## src/rtl/mode_counter.sv

```systemverilog
// rtl/mode_counter.sv - up/down counter with wrap, saturate and one-shot modes
module mode_counter #(
  parameter int unsigned      WIDTH = 8,
  parameter logic [WIDTH-1:0] MAX   = {WIDTH{1'b1}}
) (
  input  logic             clk,
  input  logic             rst_n,
  input  logic             en,
  input  logic             dir,
  input  logic [1:0]       mode,
  input  logic             load,
  input  logic [WIDTH-1:0] load_val,
  input  logic             start,
  output logic [WIDTH-1:0] q,
  output logic             tc,
  output logic             busy,
  output logic             done
);

  typedef enum logic [1:0] {
    IDLE = 2'b00,
    RUN  = 2'b01,
    DONE = 2'b10
  } state_t;

  localparam logic [1:0] MODE_SAT     = 2'b01;
  localparam logic [1:0] MODE_ONESHOT = 2'b10;

  state_t           state;
  logic [WIDTH-1:0] term_val;
  logic [WIDTH-1:0] start_val;
  logic [WIDTH-1:0] step_val;
  logic [WIDTH-1:0] wrap_next;
  logic [WIDTH-1:0] load_clamped;
  logic             at_term;
  logic             hit_term;

  // Terminal/start values follow the dir sampled on this edge, so a dir
  // change retargets the count immediately without restarting it.
  always_comb begin
    term_val     = dir ? MAX : '0;
    start_val    = dir ? '0 : MAX;
    at_term      = (q == term_val);
    step_val     = dir ? (q + WIDTH'(1)) : (q - WIDTH'(1));
    wrap_next    = at_term ? start_val : step_val;
    hit_term     = (wrap_next == term_val);
    load_clamped = (load_val > MAX) ? MAX : load_val;
  end

  always_ff @(posedge clk or negedge rst_n) begin
    if (!rst_n) begin
      q     <= '0;
      tc    <= 1'b0;
      busy  <= 1'b0;
      done  <= 1'b0;
      state <= IDLE;
    end else begin
      tc <= 1'b0;
      if (load) begin
        q     <= load_clamped;
        state <= IDLE;
        busy  <= 1'b0;
        done  <= 1'b0;
      end else if (mode != MODE_ONESHOT) begin
        state <= IDLE;
        busy  <= 1'b0;
        done  <= 1'b0;
        // Saturate parks on the terminal value; wrap (and reserved 11) rolls over.
        if (en && !(mode == MODE_SAT && at_term)) begin
          q  <= wrap_next;
          tc <= hit_term;
        end
      end else begin
        case (state)
          IDLE, DONE: begin
            if (start) begin
              q     <= start_val;
              state <= RUN;
              busy  <= 1'b1;
              done  <= 1'b0;
            end
          end
          RUN: begin
            if (en) begin
              q <= wrap_next;
              if (hit_term) begin
                state <= DONE;
                busy  <= 1'b0;
                done  <= 1'b1;
                tc    <= 1'b1;
              end
            end
          end
          default: state <= IDLE;
        endcase
      end
    end
  end

endmodule

```

## config.mk

```make
export PLATFORM = sky130hd
export DESIGN_NAME = mode_counter
export DESIGN_NICKNAME = d
export VERILOG_FILES = /design/src/rtl/mode_counter.sv
export SDC_FILE = /design/constraint.sdc
export NUM_CORES = 1
export LEC_CHECK = 0
export ABC_AREA = 1
export CELL_PAD_IN_SITES_DETAIL_PLACEMENT = 0
export CELL_PAD_IN_SITES_GLOBAL_PLACEMENT = 1
export CORE_UTILIZATION = 38
export DETAILED_ROUTE_END_ITERATION = 12
export PLACE_DENSITY_LB_ADDON = 0.15
export SLEW_MARGIN = 0
export SYNTH_ARGS = -nofsm -noshare
export SYNTH_HDL_FRONTEND = slang
export SYNTH_SLANG_ARGS = --single-unit
export TNS_END_PERCENT = 30
```

## constraint.sdc

```tcl
create_clock -name clk -period 2.8 [get_ports clk]
set_input_delay 0.56 -clock clk [delete_from_list [all_inputs] [get_ports clk]]
set_output_delay 0.56 -clock clk [all_outputs]
set_load 0.01 [all_outputs]
```

==> run summary, run 1 <==
status: finished, final reports clean
Final TNS setup: 0 ns
family with the most delay on the worst path: simple AND/OR/NAND/NOR gates
Clock transition at path regs: 0.09 ns
cells after synthesis: 198
WP buf/inv: 2
routed wire length: 3220 microns
share of layout cells above drive strength 1: 0.114
Core Util, Final: 0.520
Mapped Nets: 221
Post-Syn Area: 1270 sq um
largest net degree at the start of global routing: 14
Netlist cell types: 30
gr ovfl total: 0
Tmin final: 2.52 ns
TritonCTS clock tree: yes
crit-path cells: clkdlybuf4s50_1 > inv_2 > ha_1 > nand3_2 > nand3_2 > nand2_1 > nand3_1 > nand2_1 > nor2_1 > nand2_1 > nor2_2 > nand2_2 > nand2_2 > nand2_1 > nand2_1 > nand2_1
Fmax: 0.397 GHz
final hold slack: 0.485 ns
final RePlAce weighted congestion: 0.863
Detailed Place HPWL: 2660 microns
effective utilization at floorplan: 0.409
post-route clock skew: 0.00361 ns
die area: 3570 sq um
top_reg_cell synth: dfrtp_1
vias in the first global route: 1256
initial antenna violation count: 0
actual slew at the worst max-slew pin: 0.642 ns
crit share post-route: 0.899
CTS resizes: 0
commonest cells in the netlist: nand2_1 (63), inv_1 (23), nor2_1 (20)
latest clock arrival within the worst-skew pair: 0.29 ns
DRT iter0 DRCs: 71
reg2reg start: q[0]$_DFFE_PN0P_
Core Box Area: 3100 sq um
First-pass DRT Iterations: 4
power density over the cells: 542 nW/um^2
max incr delay on CP: 0.49 ns
Worst Path Required: 2.98 ns
top cell type by total area after synthesis: dfrtp_1
RSZ-0062 raised after global routing: no
Vias: 1291
total CTS buffers: 3
Max Slew Vio Count: 0
drc violations: 0
area grow syn2layout: 27.1%
clk root buf: clkbuf_4
Avg Inst Size Synth: 6.41 sq um
Yosys top cell area share: 0.256
nets@finish: 253
maximum vdd drop: 0.000262 V
most frequent cell after synthesis: nand2_1
critical path startpoint category: input pin
slew margin rel.: 0.571
vias per cell: 4.73
crit path DAT: 2.70 ns
nature of the critical path endpoint: flip-flop
Hold-fix buffers, CTS: 0
die height: 59.8 microns
Crit-path slowest cell: clkdlybuf4s50_1
site row count: 20
H-tree level count: 1
die width: 59.8 microns
Critical Path Start: dir
warnings from Yosys: 0
Max Cap Violations: 0
Setup Viol. Count Final: 0
flop2flop setup slack: 0.62 ns
Crit Reg-Reg Endpoint: busy$_DFFE_PN0P_
number of flops mapped to enable cells by yosys: 0
critical path depth: 16
Most common cell on crit path: nand2_1
setup bufs post-CTS: 0
Num Clock Sinks: 13
top cells by area, synth: dfrtp_1 (26%), nand2_1 (19%), inv_1 (6.8%), ha_1 (5.9%), nand3_1 (5.9%)
Max Fanout on Critical Path: 9
n_diodes: 0
post-route antenna net violation count: 0
gr usage total: 0.204
Max clock buf depth: 2
Post-synth ARST share: 1.00
Crit Path Class: input pin to flip-flop
Final Hold Violating Endpoints: 0
LEAKAGE: 0.831 nW
Routed WL per cell: 11.8 microns
port buffer count: 26
first-pass GRT wire length: 5430 microns
crit path to: busy$_DFFE_PN0P_
worst min path class: flip-flop to flip-flop
Reg2Reg Depth: 13
# IOs: 27
Yosys reg bits: 13
Seq/Total Area, Yosys: 0.256
per-layer routing:
metal | up-vias | GRT usage | wire length (microns)
met5 | - | 0 | 0
li1 | 687 | - | -
met1 | 579 | 0.249 | 1510
met3 | 5 | 0.0238 | 87
met4 | 0 | 0.0864 | 50
met2 | 20 | 0.360 | 1580
layout make-up:
| type | instances | area, sq um |
|---|---|---|
| fill | 365 | 1490 |
| multi-input combinational | 153 | 803 |
| sequential | 13 | 325 |
| timing repair buffer | 31 | 298 |
| inverter | 28 | 105 |
| tap | 44 | 55.1 |
| clock buffer | 4 | 26.3 |
worst min-delay path, delay by kind of cell, from the launching register on:
kind	cells	cell delay [ns]
DFF	1	0.36
and+or+nand+nor	2	0.09
cells in the final DEF (no fill, tap or decap), types with 2 or more instances in the layout:
cell,instances
o21ai_1,7
nor2_1,20
o211ai_1,2
clkbuf_4,3
inv_1,23
a21oi_1,7
buf_4,5
nor2_2,3
nand2_2,3
inv_2,4
nor3_1,2
o21ai_0,9
dfrtp_1,13
ha_1,6
nand3_2,4
nand3_1,15
clkdlybuf4s50_1,26
xor2_1,2
nand2_1,63
state kept, by name, indices dropped and copies added, names as in the netlist:
register,cells
busy,1
q,8
done,1
state,2
tc,1
how the worst min path moves through the flow:
stage / startpoint / end / slack [ns] / cells after the start
floorplan: rst_n / busy$_DFFE_PN0P_ / 0.26 / 0
global placement: state[1]$_DFFE_PN0P_ / state[1]$_DFFE_PN0P_ / 0.46 / 2
detailed placement: state[1]$_DFFE_PN0P_ / state[1]$_DFFE_PN0P_ / 0.46 / 2
CTS: state[1]$_DFFE_PN0P_ / state[1]$_DFFE_PN0P_ / 0.49 / 2
global route: state[1]$_DFFE_PN0P_ / state[1]$_DFFE_PN0P_ / 0.52 / 2
finish: state[1]$_DFFE_PN0P_ / state[1]$_DFFE_PN0P_ / 0.49 / 2
per-stage QoR:
step	total power, W	worst slack [ns]	cell area [sq um]	std cells
after floorplan	0.000600	0.592	1270	198
after global placement	0.000749	0.0120	1590	269
after detailed placement	0.000754	-0.0471	1590	269
after CTS	0.000883	0.262	1610	273
after global routing	0.000956	0.0641	1610	273
final	0.000874	0.282	1610	273
cell families after synthesis:
group	after synthesis	share of synthesized area
buf+inv	32	0.110
compound gates	27	0.115
xor+xnor	4	0.0395
flops	13	0.256
fa+ha+maj	7	0.0749
simple gates	115	0.403
report_power, final:
group / switching, W / leakage, nW / internal [W] / total [W]
Sequential: 0.0000351 / 0.163 / 0.000214 / 0.000249
Combinational: 0.000280 / 0.653 / 0.000222 / 0.000502
Clock: 0.0000680 / 0.0150 / 0.0000554 / 0.000123
Total: 0.000383 / 0.831 / 0.000491 / 0.000874
Power figures use the tool's default switching activity.
==> run 2: changes to the inputs <==
CORE_UTILIZATION = 39   (was 38)
CTS_BUF_LIST = sky130_fd_sc_hd__clkbuf_8   (was unset)
==> run 2 against run 1 <==
Via count up 1.4%. Clock skew up 0.0035 ns. Utilization up 1.3 points. First-iteration DRC count shrank 28%.
==> run summary, run 2 (same netlist as run 1, synthesis figures left out) <==
maximum vdd drop: 0.000340 V (was 0.000262 V)
Worst Path Required: 2.93 ns (was 2.98 ns)
Worst Hold Launch: busy$_DFFE_PN0P_ (was state[1]$_DFFE_PN0P_)
largest net degree at the start of global routing: 14 (unchanged)
Final TNS setup: 0 ns (unchanged)
Max clock buf depth: 2 (unchanged)
worst min path class: flip-flop to flip-flop (unchanged)
final RePlAce weighted congestion: 0.834 (was 0.863)
Setup Viol. Count Final: 0 (unchanged)
gr usage total: 0.212 (was 0.204)
nature of the critical path endpoint: flip-flop (unchanged)
status: finished, final reports clean (unchanged)
WP buf/inv: 2 (unchanged)
TritonCTS clock tree: yes (unchanged)
Vias: 1309 (was 1291)
commonest cells after routing, fill and taps aside: nand2_1 (63), clkdlybuf4s50_1 (26), inv_1 (23) (unchanged)
DRT iter0 DRCs: 51 (was 71)
initial antenna violation count: 0 (unchanged)
Fmax: 0.390 GHz (was 0.397 GHz)
power density over the cells: 564 nW/um^2 (was 542 nW/um^2)
n_diodes: 0 (unchanged)
Num Clock Sinks: 13 (unchanged)
latest clock arrival within the worst-skew pair: 0.24 ns (was 0.29 ns)
slew margin rel.: 0.585 (was 0.571)
Crit Path Class: input pin to flip-flop (unchanged)
Core Util, Final: 0.533 (was 0.520)
Cell Area, Placed: 1590 sq um (about the same)
setup bufs post-CTS: 0 (unchanged)
drc violations: 0 (unchanged)
max incr delay on CP: 0.51 ns (was 0.49 ns)
Max Cap Violations: 0 (unchanged)
total CTS buffers: 3 (unchanged)
LEAKAGE: 0.847 nW (was 0.831 nW)
Final Hold Violating Endpoints: 0 (unchanged)
nets@finish: 254 (was 253)
family with the most delay on the worst path: simple AND/OR/NAND/NOR gates (unchanged)
effective utilization at floorplan: 0.412 (was 0.409)
reg2reg start: q[0]$_DFFE_PN0P_ (unchanged)
clk root buf: clkbuf_8 (was clkbuf_4)
die width: 59.0 microns (was 59.8 microns)
Routed WL per cell: 11.5 microns (was 11.8 microns)
H-tree level count: 1 (unchanged)
largest registers: q (8), state (2) (unchanged)
Most common cell on crit path: nand2_1 (unchanged)
post-route antenna net violation count: 0 (unchanged)
number of flip-flops in the largest register: 8 (unchanged)
Tot Pwr: 0.000925 W (was 0.000874 W)
first-pass GRT wire length: 5650 microns (was 5430 microns)
most common cell after layout, fill and taps aside: nand2_1 (unchanged)
Detailed Place HPWL: 2630 microns (was 2660 microns)
First-pass DRT Iterations: 4 (unchanged)
CTS resizes: 0 (unchanged)
Crit-path slowest cell: fa_1 (was clkdlybuf4s50_1)
actual slew at the worst max-slew pin: 0.620 ns (was 0.642 ns)
# IOs: 27 (unchanged)
largest register by flop count: q (unchanged)
share of layout cells above drive strength 1: 0.122 (was 0.114)
Tmin final: 2.56 ns (was 2.52 ns)
die height: 59.0 microns (was 59.8 microns)
vias in the first global route: 1274 (was 1256)
final hold slack: 0.480 ns (was 0.485 ns)
crit path DAT: 2.70 ns (about the same)
RSZ-0062 raised after global routing: no (unchanged)
Final Cell Area: 1640 sq um (was 1610 sq um)
routed wire length: 3160 microns (was 3220 microns)
crit-path cells: clkdlybuf4s50_1 > inv_2 > fa_1 > xnor2_2 > nand2_1 > nand3_1 > nand2_1 > nor2_1 > nand2_1 > nor2_2 > nand2_2 > nand2_2 > nand2_1 > nand2_1 > nand2_1 (was clkdlybuf4s50_1 > inv_2 > ha_1 > nand3_2 > nand3_2 > nand2_1 > nand3_1 > nand2_1 > nor2_1 > nand2_1 > nor2_2 > nand2_2 > nand2_2 > nand2_1 > nand2_1 > nand2_1)
port buffer count: 26 (unchanged)
Core Box Area: 3080 sq um (was 3100 sq um)
critical path startpoint category: input pin (unchanged)
die area: 3490 sq um (was 3570 sq um)
Critical Path Start: dir (unchanged)
site row count: 20 (unchanged)
crit share post-route: 0.915 (was 0.899)
gr ovfl total: 0 (unchanged)
post-route clock skew: 0.00707 ns (was 0.00361 ns)
Max Slew Vio Count: 0 (unchanged)
area grow syn2layout: 29.3% (was 27.1%)
Clock transition at path regs: 0.06 ns (was 0.09 ns)
vias per cell: 4.78 (was 4.73)
Hold-fix buffers, CTS: 0 (unchanged)
Max Fanout on Critical Path: 9 (unchanged)
[run 2: report_power, final]
group          total, W  internal (W)  switching, W
clock          0.000166     0.0000981     0.0000682
sequential     0.000252      0.000215     0.0000376
combinational  0.000506      0.000223      0.000283
[run 2: metrics by stage]
step           worst slack, ns  instances
6_report                 0.238        274
5_1_grt                 0.0294        274
4_1_cts                  0.238        274
3_5_place_dp          -0.00621        270
3_3_place_gp           -0.0187        270
2_1_floorplan            0.592        198
[run 2: worst min-delay path: stages (launching register included)]
cell     delay, ns
dfrtp_1       0.35
nand2_1       0.05
nand2_1       0.05
[run 2: layer usage]
layer	vias to the layer above	global-route usage	wire, microns
li1	689	-	-
met1	589	0.293	1500
met2	25	0.351	1480
met3	6	0.0262	134
met4	0	0.0578	41
met5	-	0	0
[run 2: final cells by class]
cell class              instances  area [sq um]
clock buffers                   3          41.3
clock inverters                 1          5.00
fillers                       313          1440
inverters                      28           105
multi-input cells             153           803
flip-flops and latches         13           325
well taps                      44          55.1
repair buffers                 32           305
[run 2: final timing paths]
check | endpoint | slack (ns) | cells past startpoint
worst max register to register | state[1]$_DFFE_PN0P_ | 0.63 | 13
worst min-delay path | busy$_DFFE_PN0P_ | 0.48 | 2
max in group asynchronous | q[5]$_DFFE_PN0P_ | 1.69 | 1
worst max-delay path | state[1]$_DFFE_PN0P_ | 0.24 | 15
worst min register to register | busy$_DFFE_PN0P_ | 0.48 | 2
min in group asynchronous | done$_DFFE_PN0P_ | 0.71 | 1
==> run 3: changes to the inputs <==
REMOVE_ABC_BUFFERS = 1   (was unset)
SKIP_CTS_REPAIR_TIMING = 1   (was unset)
==> run 3 against run 2 <==
Critical path depth is 1 lower. Routed wire length rose by 2.8%. Clock power is essentially flat. Worst setup slack got worse by 0.033 ns. Power is 0.50% higher. Register-to-register slack about the same. Worst hold slack worse by 0.0014 ns. Critical path type unchanged. Largest cell class unchanged.
==> run summary, run 3 (same netlist as run 1, synthesis figures left out) <==
largest net degree at the start of global routing: 14 (unchanged)
Fill cells: 328 (was 313)
DRT iter0 DRCs: 53 (was 51)
Reg2Reg Depth: 11 (was 13)
clk root buf: clkbuf_8 (unchanged)
# IOs: 27 (unchanged)
Clock transition at path regs: 0.05 ns (was 0.06 ns)
die width: 59.0 microns (unchanged)
flop2flop setup slack: 0.62 ns (was 0.63 ns)
port buffer count: 26 (unchanged)
critical path startpoint category: input pin (unchanged)
fin worst setup slack: 0.205 ns (was 0.238 ns)
gr ovfl total: 0 (unchanged)
maximum vdd drop: 0.000266 V (was 0.000340 V)
largest registers: q (8), state (2) (unchanged)
slew margin rel.: 0.598 (was 0.585)
n_diodes: 0 (unchanged)
worst min path class: flip-flop to flip-flop (unchanged)
gr usage total: 0.220 (was 0.212)
RSZ-0062 raised after global routing: no (unchanged)
Max Cap Violations: 0 (unchanged)
Crit Reg-Reg Endpoint: done$_DFFE_PN0P_ (was state[1]$_DFFE_PN0P_)
total CTS buffers: 3 (unchanged)
first-pass GRT wire length: 5790 microns (was 5650 microns)
post-route clock skew: 0.00131 ns (was 0.00707 ns)
nets@finish: 255 (was 254)
drc violations: 0 (unchanged)
most common cell after layout, fill and taps aside: nand2_1 (unchanged)
vias in the first global route: 1333 (was 1274)
Tmin final: 2.59 ns (was 2.56 ns)
final cell count without fillers: 275 (was 274)
crit path DAT: 2.73 ns (was 2.70 ns)
die area: 3490 sq um (unchanged)
area grow syn2layout: 29.8% (was 29.3%)
routed wire length: 3250 microns (was 3160 microns)
effective utilization at floorplan: 0.412 (unchanged)
placed cells: 271 (was 270)
nature of the critical path endpoint: flip-flop (unchanged)
Num Clock Sinks: 13 (unchanged)
pre-CTS WS: -0.0296 ns (was -0.00621 ns)
crit share post-route: 0.927 (was 0.915)
Max clock buf depth: 2 (unchanged)
Setup Viol. Count Final: 0 (unchanged)
actual slew at the worst max-slew pin: 0.601 ns (was 0.620 ns)
Core Util, Final: 0.535 (was 0.533)
Crit Path Class: input pin to flip-flop (unchanged)
Hold Path Sink: done$_DFFE_PN0P_ (was busy$_DFFE_PN0P_)
latest clock arrival within the worst-skew pair: 0.25 ns (was 0.24 ns)
Fmax: 0.385 GHz (was 0.390 GHz)
die height: 59.0 microns (unchanged)
final RePlAce weighted congestion: 0.953 (was 0.834)
H-tree level count: 1 (unchanged)
largest register by flop count: q (unchanged)
Vias: 1322 (was 1309)
number of flip-flops in the largest register: 8 (unchanged)
vias per cell: 4.81 (was 4.78)
initial antenna violation count: 0 (unchanged)
Final TNS setup: 0 ns (unchanged)
share of layout cells above drive strength 1: 0.121 (was 0.122)
First-pass DRT Iterations: 4 (unchanged)
post-route antenna net violation count: 0 (unchanged)
Max Slew Vio Count: 0 (unchanged)
reg2reg start: q[0]$_DFFE_PN0P_ (unchanged)
commonest cells after routing, fill and taps aside: nand2_1 (63), clkdlybuf4s50_1 (26), inv_1 (24) (was nand2_1 (63), clkdlybuf4s50_1 (26), inv_1 (23))
power density over the cells: 565 nW/um^2 (was 564 nW/um^2)
LEAKAGE: 0.853 nW (was 0.847 nW)
Worst Hold Launch: done$_DFFE_PN0P_ (was busy$_DFFE_PN0P_)
status: finished, final reports clean (unchanged)
Max Fanout on Critical Path: 9 (unchanged)
Final Hold Violating Endpoints: 0 (unchanged)
Routed WL per cell: 11.8 microns (was 11.5 microns)
site row count: 20 (unchanged)
Worst Path Required: 2.94 ns (was 2.93 ns)
Detailed Place HPWL: 2680 microns (was 2630 microns)
worst hold path cell count: 2 (unchanged)
Core Box Area: 3080 sq um (unchanged)
TritonCTS clock tree: yes (unchanged)
[run 3: changes by cell type in the layout (fill, tap and decap cells not counted), sizes merged]
| cell | delta |
|---|---|
| clkinv | -1 |
| inv | +1 |
| buf | +1 |
[run 3: report_power, final]
group | total (W) | internal (W) | switching (W) | leakage [nW]
registers | 0.000254 | 0.000215 | 0.0000389 | 0.163
logic | 0.000510 | 0.000223 | 0.000287 | 0.663
clock network | 0.000166 | 0.0000970 | 0.0000691 | 0.0269
total | 0.000930 | 0.000535 | 0.000395 | 0.853
[run 3: worst max path at each step]
stage	cells past startpoint	end	from	slack [ns]
2_1_floorplan	16	done$_DFFE_PN0P_	dir	0.72
3_3_place_gp	17	done$_DFFE_PN0P_	dir	-0.009
3_5_place_dp	17	busy$_DFFE_PN0P_	dir	-0.03
4_1_cts	17	busy$_DFFE_PN0P_	dir	0.22
5_1_grt	14	state[1]$_DFFE_PN0P_	dir	0.01
6_report	14	done$_DFFE_PN0P_	dir	0.21
[run 3: stage by stage]
| step | total power [W] | instance area, sq um | hold slack [ns] |
|---|---|---|---|
| floorplan | 0.000585 | 1230 | 0.264 |
| global placement | 0.000761 | 1600 | 0.455 |
| detailed placement | 0.000762 | 1600 | 0.463 |
| CTS | 0.000936 | 1650 | 0.479 |
| global route | 0.00101 | 1650 | 0.509 |
| finish | 0.000930 | 1650 | 0.478 |
[run 3: final cells by class]
type	instances	area [sq um]	area share
well taps	44	55.1	0.0334
multi-input cells	153	803	0.488
repair buffers	33	313	0.190
inverters	28	105	0.0638
flip-flops and latches	13	325	0.198
clock buffers	3	41.3	0.0251
clock inverters	1	3.75	0.00228
[run 3: layer usage]
metal / track usage / vias to the layer above / share of wire
met2: 0.364 / 38 / 0.45
li1: - / 694 / -
met3: 0.0175 / 9 / 0.027
met5: 0 / - / 0
met4: 0.105 / 0 / 0.029
met1: 0.290 / 581 / 0.49
[run 3: worst max-delay path: stages]
cell and delay, ns:
clkdlybuf4s50_1 0.50, inv_2 0.11, buf_4 0.16, ha_1 0.34, nand3_2 0.11, nand3_2 0.08
nand2_1 0.09, nand3_1 0.11, a21oi_1 0.28, nor2_2 0.08, nand2_2 0.09, nand2_2 0.06
nand3_1 0.10, nand2_1 0.06
